File: config.mk
export PLATFORM = sky130hd
export DESIGN_NAME = mem_arbiter
export DESIGN_NICKNAME = d
export VERILOG_FILES = /design/src/rtl/mem_arbiter_pkg.sv /design/src/rtl/mem_arb_grant.sv /design/src/rtl/mem_arbiter.sv
export SDC_FILE = /design/constraint.sdc
export NUM_CORES = 1
export LEC_CHECK = 0
export CAP_MARGIN = 30
export CORE_AREA = 3 3 289 291
export CTS_CLUSTER_DIAMETER = 40
export DETAILED_ROUTE_END_ITERATION = 7
export DIE_AREA = 0 0 292 294
export PLACE_DENSITY = 0.42
export SLEW_MARGIN = 30
export SYNTH_ARGS = -nofsm -noshare
export SYNTH_HDL_FRONTEND = slang
export SYNTH_SLANG_ARGS = --single-unit
File: constraint.sdc
create_clock -name clk -period 1.52 [get_ports clk]
set_input_delay 0.456 -clock clk [delete_from_list [all_inputs] [get_ports clk]]
set_output_delay 0.456 -clock clk [all_outputs]
set_load 0.01 [all_outputs]
File: src/rtl/mem_arbiter_pkg.sv
// Shared types and constants for the I/D main-memory arbiter.
// Default widths match the system memory address and cache line widths.
package mem_arbiter_pkg;

    localparam int DEF_ADDR_W = 32;
    localparam int DEF_LINE_W = 128;

    typedef enum logic [1:0] {
        ARB_IDLE     = 2'd0,
        ARB_MEM_WAIT = 2'd1,
        ARB_DELIVER  = 2'd2
    } arb_state_t;

    localparam logic OWNER_I = 1'b0;
    localparam logic OWNER_D = 1'b1;

endpackage

File: src/rtl/mem_arb_grant.sv
// Combinational winner select between the I and D miss paths.
// MEM_ARB_RR_EN: ties alternate against last_owner; otherwise D has fixed priority.
module mem_arb_grant
    import mem_arbiter_pkg::*;
(
    input  logic i_ireq,
    input  logic i_dreq,
    input  logic i_last_owner,
    output logic o_vld,
    output logic o_owner
);

    always_comb begin
        o_vld   = i_ireq | i_dreq;
        o_owner = i_dreq ? OWNER_D : OWNER_I;
`ifdef MEM_ARB_RR_EN
        if (i_ireq && i_dreq)
            o_owner = (i_last_owner == OWNER_I) ? OWNER_D : OWNER_I;
`endif
    end

`ifndef MEM_ARB_RR_EN
    logic w_unused_last;
    assign w_unused_last = i_last_owner;
`endif

endmodule

File: src/rtl/mem_arbiter.sv
// Shares one main-memory port between ICache miss and DCache fill/writeback paths.
// One transaction in flight; MEM_ARB_RR_EN enables round-robin tie breaking.
module mem_arbiter
    import mem_arbiter_pkg::*;
#(
    parameter int ADDR_W = DEF_ADDR_W,
    parameter int LINE_W = DEF_LINE_W
) (
    input  logic              clk,
    input  logic              reset,
    input  logic              i_req,
    input  logic [ADDR_W-1:0] i_addr,
    output logic [LINE_W-1:0] i_line,
    output logic              i_data_rdy,
    input  logic              i_filled_ack,
    input  logic              d_req,
    input  logic              d_we,
    input  logic [ADDR_W-1:0] d_addr,
    input  logic [LINE_W-1:0] d_wdata,
    output logic [LINE_W-1:0] d_line,
    output logic              d_data_rdy,
    input  logic              d_filled_ack,
    output logic              mem_req,
    output logic              mem_we,
    output logic [ADDR_W-1:0] mem_addr,
    output logic [LINE_W-1:0] mem_wdata,
    input  logic [LINE_W-1:0] mem_rline,
    input  logic              mem_rdy,
    output logic              busy,
    output logic              owner
);

    arb_state_t        r_state, w_next;
    logic              r_owner, r_last_owner, r_we, r_cancel;
    logic [ADDR_W-1:0] r_addr;
    logic [LINE_W-1:0] r_wdata, r_line;
    logic              w_gnt_vld, w_gnt_owner, w_own_req, w_own_ack;

    mem_arb_grant u_grant (
        .i_ireq       (i_req),
        .i_dreq       (d_req),
        .i_last_owner (r_last_owner),
        .o_vld        (w_gnt_vld),
        .o_owner      (w_gnt_owner)
    );

    assign w_own_req = (r_owner == OWNER_D) ? d_req : i_req;
    assign w_own_ack = (r_owner == OWNER_D) ? d_filled_ack : i_filled_ack;

    always_ff @(posedge clk) begin
        if (reset) r_state <= ARB_IDLE;
        else       r_state <= w_next;
    end

    // A cancel seen on any MEM_WAIT cycle, including the mem_rdy cycle, drops the result.
    always_comb begin
        w_next = r_state;
        case (r_state)
            ARB_IDLE:     if (w_gnt_vld) w_next = ARB_MEM_WAIT;
            ARB_MEM_WAIT: if (mem_rdy)
                              w_next = (r_cancel || !w_own_req) ? ARB_IDLE : ARB_DELIVER;
            ARB_DELIVER:  if (w_own_ack) w_next = ARB_IDLE;
            default:      w_next = ARB_IDLE;
        endcase
    end

    always_ff @(posedge clk) begin
        if (reset) begin
            r_owner      <= OWNER_I;
            r_last_owner <= OWNER_I;
            r_we         <= 1'b0;
            r_cancel     <= 1'b0;
            r_addr       <= '0;
            r_wdata      <= '0;
            r_line       <= '0;
        end else begin
            case (r_state)
                ARB_IDLE: if (w_gnt_vld) begin
                    r_owner      <= w_gnt_owner;
                    r_last_owner <= w_gnt_owner;
                    r_addr       <= (w_gnt_owner == OWNER_D) ? d_addr : i_addr;
                    r_we         <= (w_gnt_owner == OWNER_D) && d_we;
                    r_wdata      <= (w_gnt_owner == OWNER_D) ? d_wdata : '0;
                    r_cancel     <= 1'b0;
                end
                ARB_MEM_WAIT: begin
                    if (!w_own_req) r_cancel <= 1'b1;
                    if (mem_rdy)    r_line   <= mem_rline;
                end
                default: ;
            endcase
        end
    end

    // Every output is a decode of registered state, so no input reaches an output combinationally.
    always_comb begin
        busy       = (r_state != ARB_IDLE);
        owner      = r_owner;
        mem_req    = (r_state == ARB_MEM_WAIT);
        mem_we     = r_we;
        mem_addr   = r_addr;
        mem_wdata  = r_wdata;
        i_line     = r_line;
        d_line     = r_line;
        i_data_rdy = (r_state == ARB_DELIVER) && (r_owner == OWNER_I);
        d_data_rdy = (r_state == ARB_DELIVER) && (r_owner == OWNER_D);
    end

endmodule

### Word-level counts from Yosys, hierarchy flattened

Cells that the tools add are included.

| operators by class | value |
|---|---|
| eq/ne operators | 6 |
| muxes and demuxes | 13 |
| bitwise operators | 2 |
| reduce and logical (&&, ||, !) cells | 12 |

Operator list:

| operator | number |
|---|---|
| $mux W128 | 1 |
| $mux W32 | 1 |
| $mux W2 | 4 |
| $pmux W2 S3 | 1 |
| $reduce_and A3 Y1 | 2 |
| $mux W1 | 5 |
| $ne A2 B1 Y1 const B | 2 |
| $ne A2 B2 Y1 const B | 2 |
| $reduce_and A2 Y1 | 2 |
| $reduce_bool A2 Y1 | 2 |
| $logic_and A1 B1 Y1 | 3 |
| $eq A2 B1 Y1 const B | 1 |
| $eq A2 B2 Y1 const B | 1 |
| $logic_not A2 Y1 | 1 |
| $pmux W1 S2 | 1 |
| $logic_not A1 Y1 | 1 |
| $logic_or A1 B1 Y1 | 1 |
| $not A1 Y1 | 1 |
| $or A1 B1 Y1 | 1 |

| word-level totals | value |
|---|---|
| flip-flop bits (word level) | 293 |
| input bits | 328 |
| output and inout port bits | 422 |

### Depth between registers and ports, before layout

Gate-level depths: netlist of the first run.

| logic depth | value |
|---|---|
| word-level depth | 6 |
| gate-level depth with buffers | 7 |
| gate-level depth less buffers | 4 |

### By module

A second synthesis of the first run with hierarchy kept.

| unflattened totals | value |
|---|---|
| cells, all modules | 1431 |
| area total of the unflattened synthesis | 11653.7 µm² |

By module, submodules not included:

| module | times used | cells each | area an instance (µm²) | seq. area each (µm²) |
|---|---|---|---|---|
| mem_arbiter | 1 | 1429 | 11639.9 | 5865.6 |
| mem_arb_grant | 1 | 2 | 13.8 | 0.0 |

### Least setup slack after synthesis of the first run

No wires, ideal clock.

| timing | value |
|---|---|
| path type | reg-to-output |
| start point | reg r_state[0] |
| end point | out busy |
| arrival time | 1.044 ns |
| slack | 0.020 ns |
| stages on the path, launching flop included | 6 |
| path buffers | 3 |
| cell sequence | dfxtp_1 -> buf_2 -> nor2_2 -> inv_2 -> buf_4 -> buf_2 |

| between the ends | value |
|---|---|
| word-level cells in the longest chain between the ends | 1 |

RTL lines:

| item | RTL line | text |
|---|---|---|
| start, declared | mem_arbiter.sv:33 | `arb_state_t r_state, w_next;` |
| start signal, assigned | mem_arbiter.sv:52 | `else r_state <= w_next;` |
| $reduce_bool A2 Y1 | mem_arbiter.sv:97 | `busy = (r_state != ARB_IDLE);` |
| end, declared | mem_arbiter.sv:29 | `output logic busy,` |

No other way between the ends.

### Worst setup path after layout of the first run

| timing | value |
|---|---|
| start point | reg r_state[0] |
| end point | out d_data_rdy |

| between the ends | value |
|---|---|
| word-level cells in the longest chain between the ends | 2 |

RTL lines:

| item | RTL line | text |
|---|---|---|
| $eq A2 B2 Y1 | mem_arbiter.sv:106 | `d_data_rdy = (r_state == ARB_DELIVER) && (r_owner == OWNER_D);` |
| $logic_and A1 B1 Y1 | mem_arbiter.sv:106 |  |
| end, declared | mem_arbiter.sv:21 | `output logic d_data_rdy,` |

No other way between the ends.

==> results of run 1 <==
cell families after synthesis:
logic type / after synthesis
AO/OA/AOI/OAI: 458
AND/OR/NAND/NOR: 402
flip-flops: 293
buffers and inverters: 249
multiplexers: 34
what timing repair did:
item | CTS | global route
setup buffers | 65 | 82
resized for setup | 2622 | 372
setup endpoints to repair | 528 | 654
cloned | 15 | 20
pin swaps | 117 | 156
metrics by stage:
stage          utilization  setup TNS, ps
2_1_floorplan            -              0
4_1_cts              0.306         -43870
3_5_place_dp         0.245        -115280
3_3_place_gp         0.245        -108690
6_report             0.334         -13050
5_1_grt              0.334         -33970
how the worst max path moves through the flow:
stage / start / to / slack (ps)
detailed placement: i_req / mem_addr[20] / -620
global placement: i_req / mem_addr[3] / -580
floorplan: r_state[0] / busy / 20
CTS: r_state[0] / i_data_rdy / -380
finish: r_state[0] / d_data_rdy / -300
global route: r_state[0] / d_data_rdy / -380
synth_stat cells, types with 2 or more instances:
cell / n / area share
nand2_1: 386 / 0.12
dfxtp_1: 293 / 0.50
a21oi_1: 291 / 0.12
buf_4: 133 / 0.086
o21ai_1: 131 / 0.056
buf_2: 66 / 0.028
clkbuf_1: 44 / 0.014
mux2i_1: 33 / 0.028
a211oi_1: 32 / 0.021
buf_1: 4 / 0.0013
nor2_1: 4 / 0.0013
nor2b_1: 3 / 0.0016
a2111oi_0: 2 / 0.0015
nor2_4: 2 / 0.0019
cells in the final DEF, fill, tap and decap left out, drive strengths merged:
master	count
a2111oi	2
a211oi	32
a21oi	291
and3b	1
buf	647
bufinv	14
clkbuf	96
clkdlybuf4s50	325
clkinv	13
clkinvlp	6
dfxtp	293
diode	3
inv	6
mux2	1
mux2i	33
nand2	386
nand2b	1
nand3b	1
nor2	8
nor2b	3
nor3b	1
nor4b	1
o21ai	132
o22a	1
or2	1
metal layers:
metal  GRT usage  routed length, um  up-vias
met4      0.0513               1990        4
li1            -                  -     6367
met3      0.0503               5260      109
met2       0.258              35500      540
met5           0                 15        -
met1       0.144              24600     6379
sequential cells by signal (all words and copies together) (netlist names):
signal     count
mem_addr      32
d_line       128
mem_we         1
r_state        2
mem_wdata    128
r_cancel       1
owner          1
report_power, final:
group	total [mW]	switching [mW]	leakage, nW	internal, mW
Combinational	6.33	2.76	7.01	3.56
Sequential	8.71	0.508	2.55	8.20
Clock	15.9	4.91	1.20	11.0
Total	31.0	8.18	10.8	22.8
worst max-delay path: stages, from the launching register on:
cell	delay (ps)
dfxtp_4	350
nand2b_4	150
buf_6	120
nor2_4	70
buf_6	110
final cells by class:
type / count / area [um^2]
diodes: 3 / 7.51
clock buffers: 83 / 1850
clock inverters: 37 / 622
fillers: 8198 / 53800
inverters: 2 / 10.0
multi-input cells: 895 / 5640
flip-flops and latches: 293 / 6520
well taps: 1060 / 1330
repair buffers: 985 / 11000
==> summary.txt, run 1 <==
Floorplanning
  – Die width: 292 um
  – Top-Level Pins: 750
  – Die area: 85800 um^2
  – Die height: 294 um
  – Core ar.: 80800 um^2
  – Row count: 104
  – Initial Util: 0.144

STA
  – Clk_skew: 24.2 ps
  – Slew of the pin with the lowest slew margin: 620 ps
  – Hold_ws: 210 ps
  – RSZ-0062 raised after global routing: yes
  – Fin. Hold Viols: 0
  – Slew HR: 0.576
  – Fin. max-slew vios: 0
  – Slack of the critical path: -303 ps
  – Post-layout min period: 1820 ps
  – Final period util: 1.20
  – Setup-failing EPs final: 132
  – F_max: 0.548 GHz

CTS
  – Max clock buf depth: 3
  – H-tree depth: 3
  – Clock-pin transition on the worst setup and hold timing paths: 40 ps
  – CTS root buf: clkbuf_16
  – CTS tree: built
  – Hold buffers post-CTS: 0
  – CTS buffer count: 68
  – Clock Latency Late Sink: 590 ps
  – CTS sink cnt: 293

Synth
  – Adder-Cell Fraction of Synth Area: 0
  – Syn_nets: 1764
  – Sequential area share after synthesis: 0.503
  – Mapped Area: 11700 um^2
  – Yosys warns: 0
  – Xor/xnor share of the synthesized area: 0
  – Async SR Flop Fraction: 0
  – Synth Area in Compound Gates: 0.204
  – Main combinational cell family by area after synthesis: compound AO/OA/AOI/OAI gates
  – Mux share of post-synthesis cell area: 0.0293
  – Syn avg cell area: 8.13 um^2
  – Mapped Cells: 1436
  – Simple-gate share of the synthesized area: 0.134
  – EDFF count, synth: 0
  – Post-synthesis cell type count: 26
  – Flops & latches, synth: 293
  – Post-synth top flop: dfxtp_1

Drt
  – Drt pass-1 iters: 4
  – Routed length per instance: 20.0 um
  – Vias per cell: 3.99
  – # DRC: 0
  – Post-route ant nets: 0
  – Routed WL: 67.3 mm
  – Vias: 13400
  – Initial DRC count: 401

Place
  – DPL Wire Length: 45.1 mm
  – Cell Area, Placed: 19800 um^2
  – GP Congestion: 0.771
  – Buffers on Ports: 749
  – Pre-CTS setup slack: -615 ps
  – Placed insts: 3065

Worst setup path
  – FF-to-FF setup slack: -250 ps
  – CP max FO: 5
  – RR Endpoint: mem_wdata[16]
  – Kind of critical path: flop to primary output
  – Critical Path RT: 1060 ps
  – Crit end category: primary output
  – Type of element launching the critical path: flop
  – R2R cell count: 11
  – Critical path arrival: 1370 ps
  – RR Startpoint: r_state[1]

Global route
  – Grt ovf: 0
  – Vias in the first global route: 13600
  – Initial antenna violation count: 10
  – First-pass GRT wire length: 90.0 mm
  – Global Route Usage Sum: 0.139
  – Largest net degree at the start of global routing: 71

Status
  – Failing checks: setup timing
  – Outcome: finished, violations left

Layout
  – Cell Count, Final, Fillers Out: 3358
  – Post-route cell area: 27000 um^2
  – Share of cells above drive strength 1: 0.580
  – Final nets: 2573
  – P&R area growth vs syn: 131%

Hold path
  – Worst hold-check path type: input pin to flop
  – Hold_sp: reset
  – Hold worst-path end: mem_wdata[94]
  – WHS Path Cells: 2

Pwr
  – Max VDD drop: 0.770 mV
  – Pwr/cell area: 1150 nW/um^2
  – Overall power: 31.0 mW
  – Pleak: 10.8 nW

Job
  – Number of max-cap violations: 0
Power figures use the tool's default switching activity.
==> run 2: changes to the inputs <==
==> constraint.sdc (replaced) <==
create_clock -name clk -period 1.52 [get_ports clk]
set_input_delay 0.456 -clock clk [delete_from_list [all_inputs] [get_ports clk]]
set_output_delay 0.456 -clock clk [all_outputs]
set_load 0.05 [all_outputs]
==> run 2 against run 1 <==
Net effect:
- the run still ends with setup timing left
- power up 9.9%
- fmax down 4.8%
- non-clock buffer count down 71
==> summary.txt, run 2 (synthesized netlist as in run 1, its figures left out) <==
Layout
  – P&R area growth vs syn: 159%
  – Most frequent cells in the layout: buf_12, clkdlybuf4s50_1, nand2_1, a21oi_2, dfxtp_2
  – Final Util: 0.374 (+0.0406)
  – Share of cells above drive strength 1: 0.581 (+0.000979)
  – Final nets: 2500 (-2.8%)
  – Cell Count, Final, Fillers Out: 3300 (-1.7%)
  – Commonest non-fill, non-tap cell in the layout: buf_12
  – Post-route cell area: 30200 um^2 (+12%)

STA
  – Final period util: 1.26 (+0.0605)
  – Fin. max-slew vios: 0 (unchanged)
  – Hold_ws: 217 ps (+6.99 ps)
  – Slew HR: 0.722 (+0.145)
  – RSZ-0062 raised after global routing: yes
  – Fin. Hold Viols: 0 (unchanged)
  – Slack of the critical path: -395 ps (-92.0 ps)
  – F_max: 0.522 GHz (-4.8%)
  – Post-layout min period: 1920 ps (+92.0 ps)
  – Setup-failing EPs final: 582 (+340%)
  – Clk_skew: 23.2 ps (-1.01 ps)
  – Slew of the pin with the lowest slew margin: 407 ps (-213 ps)

Drt
  – Initial DRC count: 382 (-4.7%)
  – Vias: 13200 (-1.6%)
  – Routed WL: 69.5 mm (+3.2%)
  – Vias per cell: 4.00 (+0.16%)
  – # DRC: 0 (unchanged)
  – Post-route ant nets: 0 (unchanged)
  – Routed length per instance: 21.1 um (+5.1%)
  – Drt pass-1 iters: 5 (+1)

Floorplanning
  – Die width: 292 um (unchanged)
  – Die height: 294 um (unchanged)
  – Initial Util: 0.144 (unchanged)
  – Die area: 85800 um^2 (unchanged)
  – Core ar.: 80800 um^2 (unchanged)
  – Top-Level Pins: 750 (unchanged)
  – Row count: 104 (unchanged)

Hold path
  – Worst hold-check path type: input pin to flop
  – WHS Path Cells: 3 (+1)

CTS
  – Hold buffers post-CTS: 0 (unchanged)
  – H-tree depth: 3 (unchanged)
  – CTS buffer count: 67 (-1.5%)
  – CTS sink cnt: 293 (unchanged)
  – CTS root buf: clkbuf_16
  – Max clock buf depth: 3 (unchanged)
  – Clock Latency Late Sink: 570 ps (-20 ps)
  – CTS tree: built
  – Clock-pin transition on the worst setup and hold timing paths: 50 ps (about the same)

Status
  – Failing checks: setup timing
  – Outcome: finished, violations left

Global route
  – Vias in the first global route: 13600 (+0.15%)
  – Largest net degree at the start of global routing: 60 (-15%)
  – First-pass GRT wire length: 93.7 mm (+4.2%)
  – Initial antenna violation count: 22 (+12)
  – Grt ovf: 0 (unchanged)
  – Global Route Usage Sum: 0.147 (+0.00827)

Pwr
  – Max VDD drop: 0.854 mV (+11%)
  – Cell-internal power: 23.7 mW (+4.1%)
  – Switching power: 10.3 mW (+26%)
  – Comb power frac: 0.276 (+0.072)
  – Net switching share of the total power: 0.303 (+0.0388)
  – Pwr/cell area: 1120 nW/um^2 (-2.1%)
  – Pleak: 11.5 nW (+7.0%)
  – Clk network pwr share: 0.463 (-0.051)
  – Seq pwr share: 0.262 (-0.019)

Worst setup path
  – Type of element launching the critical path: flop
  – Crit. Startpoint: r_state[0]
  – Worst setup path endpoint: d_data_rdy
  – R2R cell count: 11 (unchanged)
  – Critical path arrival: 1460 ps (+90 ps)
  – RR Startpoint: r_state[0]
  – Critical Path RT: 1060 ps (about the same)
  – CP max FO: 5 (unchanged)
  – RR Endpoint: mem_wdata[36]
  – FF-to-FF setup slack: -300 ps (-50 ps)
  – Crit end category: primary output
  – Kind of critical path: flop to primary output

Place
  – Cell Area, Placed: 24200 um^2 (+22%)
  – Pre-CTS setup slack: -377 ps (+238 ps)
  – GP Congestion: 0.822 (+6.6%)
  – Placed insts: 3079 (+0.46%)
  – DPL Wire Length: 50.9 mm (+13%)
  – Buffers on Ports: 749 (unchanged)

Job
  – Number of max-cap violations: 0 (unchanged)
-- run 2: area by class of cell --
cell class | instances | area [um^2]
flip-flops and latches | 293 | 6590
multi-input cells | 894 | 5710
clock inverters | 37 | 618
fillers | 7772 | 50600
clock buffers | 84 | 1840
diodes | 16 | 40.0
well taps | 1060 | 1330
repair buffers | 914 | 14100
inverters | 2 | 12.5
-- run 2: timing repair --
item                       in CTS  in global routing
setup endpoints to repair     479                692
resized for setup             556                348
buffers inserted               35                 31
gates cloned                   13                 19
pin swaps                      82                 99
-- run 2: how the worst min path moves through the flow --
stage	start	to	slack, ps
final	reset	owner	220
after global routing	reset	mem_we	200
after CTS	reset	owner	170
after detailed placement	r_cancel	r_cancel	480
after global placement	r_cancel	r_cancel	470
after floorplan	r_cancel	r_cancel	460
-- run 2: layer usage --
metal | part of all wire | GRT usage | vias to the layer above
met5 | 0.00039 | 0 | -
met4 | 0.040 | 0.0741 | 4
met3 | 0.091 | 0.0613 | 130
met2 | 0.52 | 0.266 | 570
met1 | 0.35 | 0.146 | 6267
li1 | - | - | 6217
-- run 2: power groups by stage --
stage | logic [mW] | clock network, mW | registers, mW
final | 9.38 | 15.7 | 8.90
after global routing | 9.78 | 16.5 | 8.95
after CTS | 8.67 | 16.2 | 8.91
after detailed placement | 8.00 | 0 | 9.08
after global placement | 7.99 | 0 | 9.05
after floorplan | 2.15 | 0 | 10.3
-- run 2: per-stage QoR --
stage,power (mW),TNS [ps]
floorplan,12.5,-118
global placement,17.0,-75170
detailed placement,17.1,-83190
CTS,33.8,-70400
global route,35.3,-83000
finish,34.0,-45170
-- run 2: worst max-delay path: stages (launching register included) --
cell      delay, ps
dfxtp_4         360
nand2b_4        170
buf_6           120
nor2_4           90
buf_12          150
==> run 3: changes to the inputs <==
Settings changed: HOLD_SLACK_MARGIN set to 0.03.
==> results of run 3 <==
No change in the layout: final DEF, timing and power equal those of run 2.
==> patch, RTL diff (config.mk and constraints of run 1) <==
Build with the macro `MEM_ARB_RR_EN` defined.
--- a/src/rtl/mem_arb_grant.sv
+++ b/src/rtl/mem_arb_grant.sv
@@ -1,4 +1,6 @@
 // Combinational winner select between the I and D miss paths.
 // MEM_ARB_RR_EN: ties alternate against last_owner; otherwise D has fixed priority.
+`define MEM_ARB_RR_EN
+
 module mem_arb_grant
     import mem_arbiter_pkg::*;
Check against the original RTL: not equivalent (Yosys sat finds a counterexample within 4 cycles, from zero or initial values and one cycle with reset high).
==> patch against run 1 <==
The flow still finishes with violations (negative setup slack); routed wire length shrank 13%; global-route usage is 2.3 points lower; die area stayed put; first-iteration DRC count up 10%; combinational power down 16%; cell area down 7.7%; sequential share of layout area up 2.0 points; power decreased by 9.8%; clock skew decreased by 0.0016 ns; clock power decreased by 13%; setup slack improved by 0.058 ns; sequential cell count unchanged; largest power group unchanged; area after synthesis down 5.7%.
==> patch: results (changes against run 1) <==
Synth Area in Compound Gates 20.8% (+0.39 points); leakage power 10.2 nW (-5.5%); Hold Crit Endpoint d_line[33]; reg2reg end mem_wdata[121]; antenna cells 1 (-2); R2R setup slack -0.23 ns (+0.02 ns); worst slack, placed -0.561 ns (+0.0541 ns); r2r worst-path depth 8 (-3); Setup Skew 0.0226 ns (-0.00159 ns); VDD IR max 0.743 mV (-3.6%); Setup Viol. Count Final 424 (+220%); Non-clock buffer share 41.6% (+0.80 points); failing checks negative setup slack; Avg WL per Cell 19.1 um (-4.9%); synth unique cells 30 (+15%); status finished with violations; non-clock buffer total of the final layout 925 (-6.1%); multi-input gates 668 (-25%); Fill cells 8268 (+0.85%); synth cell count leaders nand2_1, dfxtp_1, a21oi_1; cts repair resizes 2564 (-2.2%); Post CTS Setup Buffer Count 55 (-15%); seq_cells 293 (unchanged); routed vias/inst 3.81 (-4.5%); Least-Margin Pin Slew 0.374 ns (-0.246 ns); post-synthesis sequential area ratio 53.3% (+3.1 points); top cells by area, synth dfxtp_1, nand2_1, a22o_1; Critical Path Source r_state[1]; M3 GR Usage 3.15% (-1.9 points); DRT Pass-1 Iters 5 (+1); Clock Buffer Count 71 (-14%); dpl hpwl 40.9 mm (-9.2%); post-route worst setup slack -0.246 ns (+0.0575 ns); Clk Latency, worst-skew pair 0.61 ns (+0.02 ns); fraction of area in multi-input gates 18.2% (-2.8 points)
## patch: stage by stage
| step | power [mW] | std cells | hold slack, ns | cell area (sq um) |
|---|---|---|---|---|
| final | 27.9 | 3062 | 0.162 | 24900 |
| after floorplan | 10.3 | 1184 | 0.484 | 11000 |
| after detailed placement | 13.0 | 2847 | 0.453 | 19100 |
| after global placement | 13.0 | 2847 | 0.456 | 19100 |
| after global routing | 29.0 | 3062 | 0.133 | 24900 |
| after CTS | 27.6 | 3015 | 0.103 | 22900 |
## patch: power breakdown
part / leakage (nW) / switching [mW] / internal [mW] / total [mW]
Clock: 1.03 / 4.72 / 9.13 / 13.9
Combinational: 6.58 / 2.14 / 3.18 / 5.33
Sequential: 2.55 / 0.537 / 8.21 / 8.75
## patch: worst register-to-register path: cells and delay by family (launching register included)
family / cells / cell delay (ns)
AO/OA/AOI/OAI: 2 / 0.36
flip-flops: 1 / 0.36
AND/OR/NAND/NOR: 1 / 0.16
buffers and inverters: 5 / 0.81
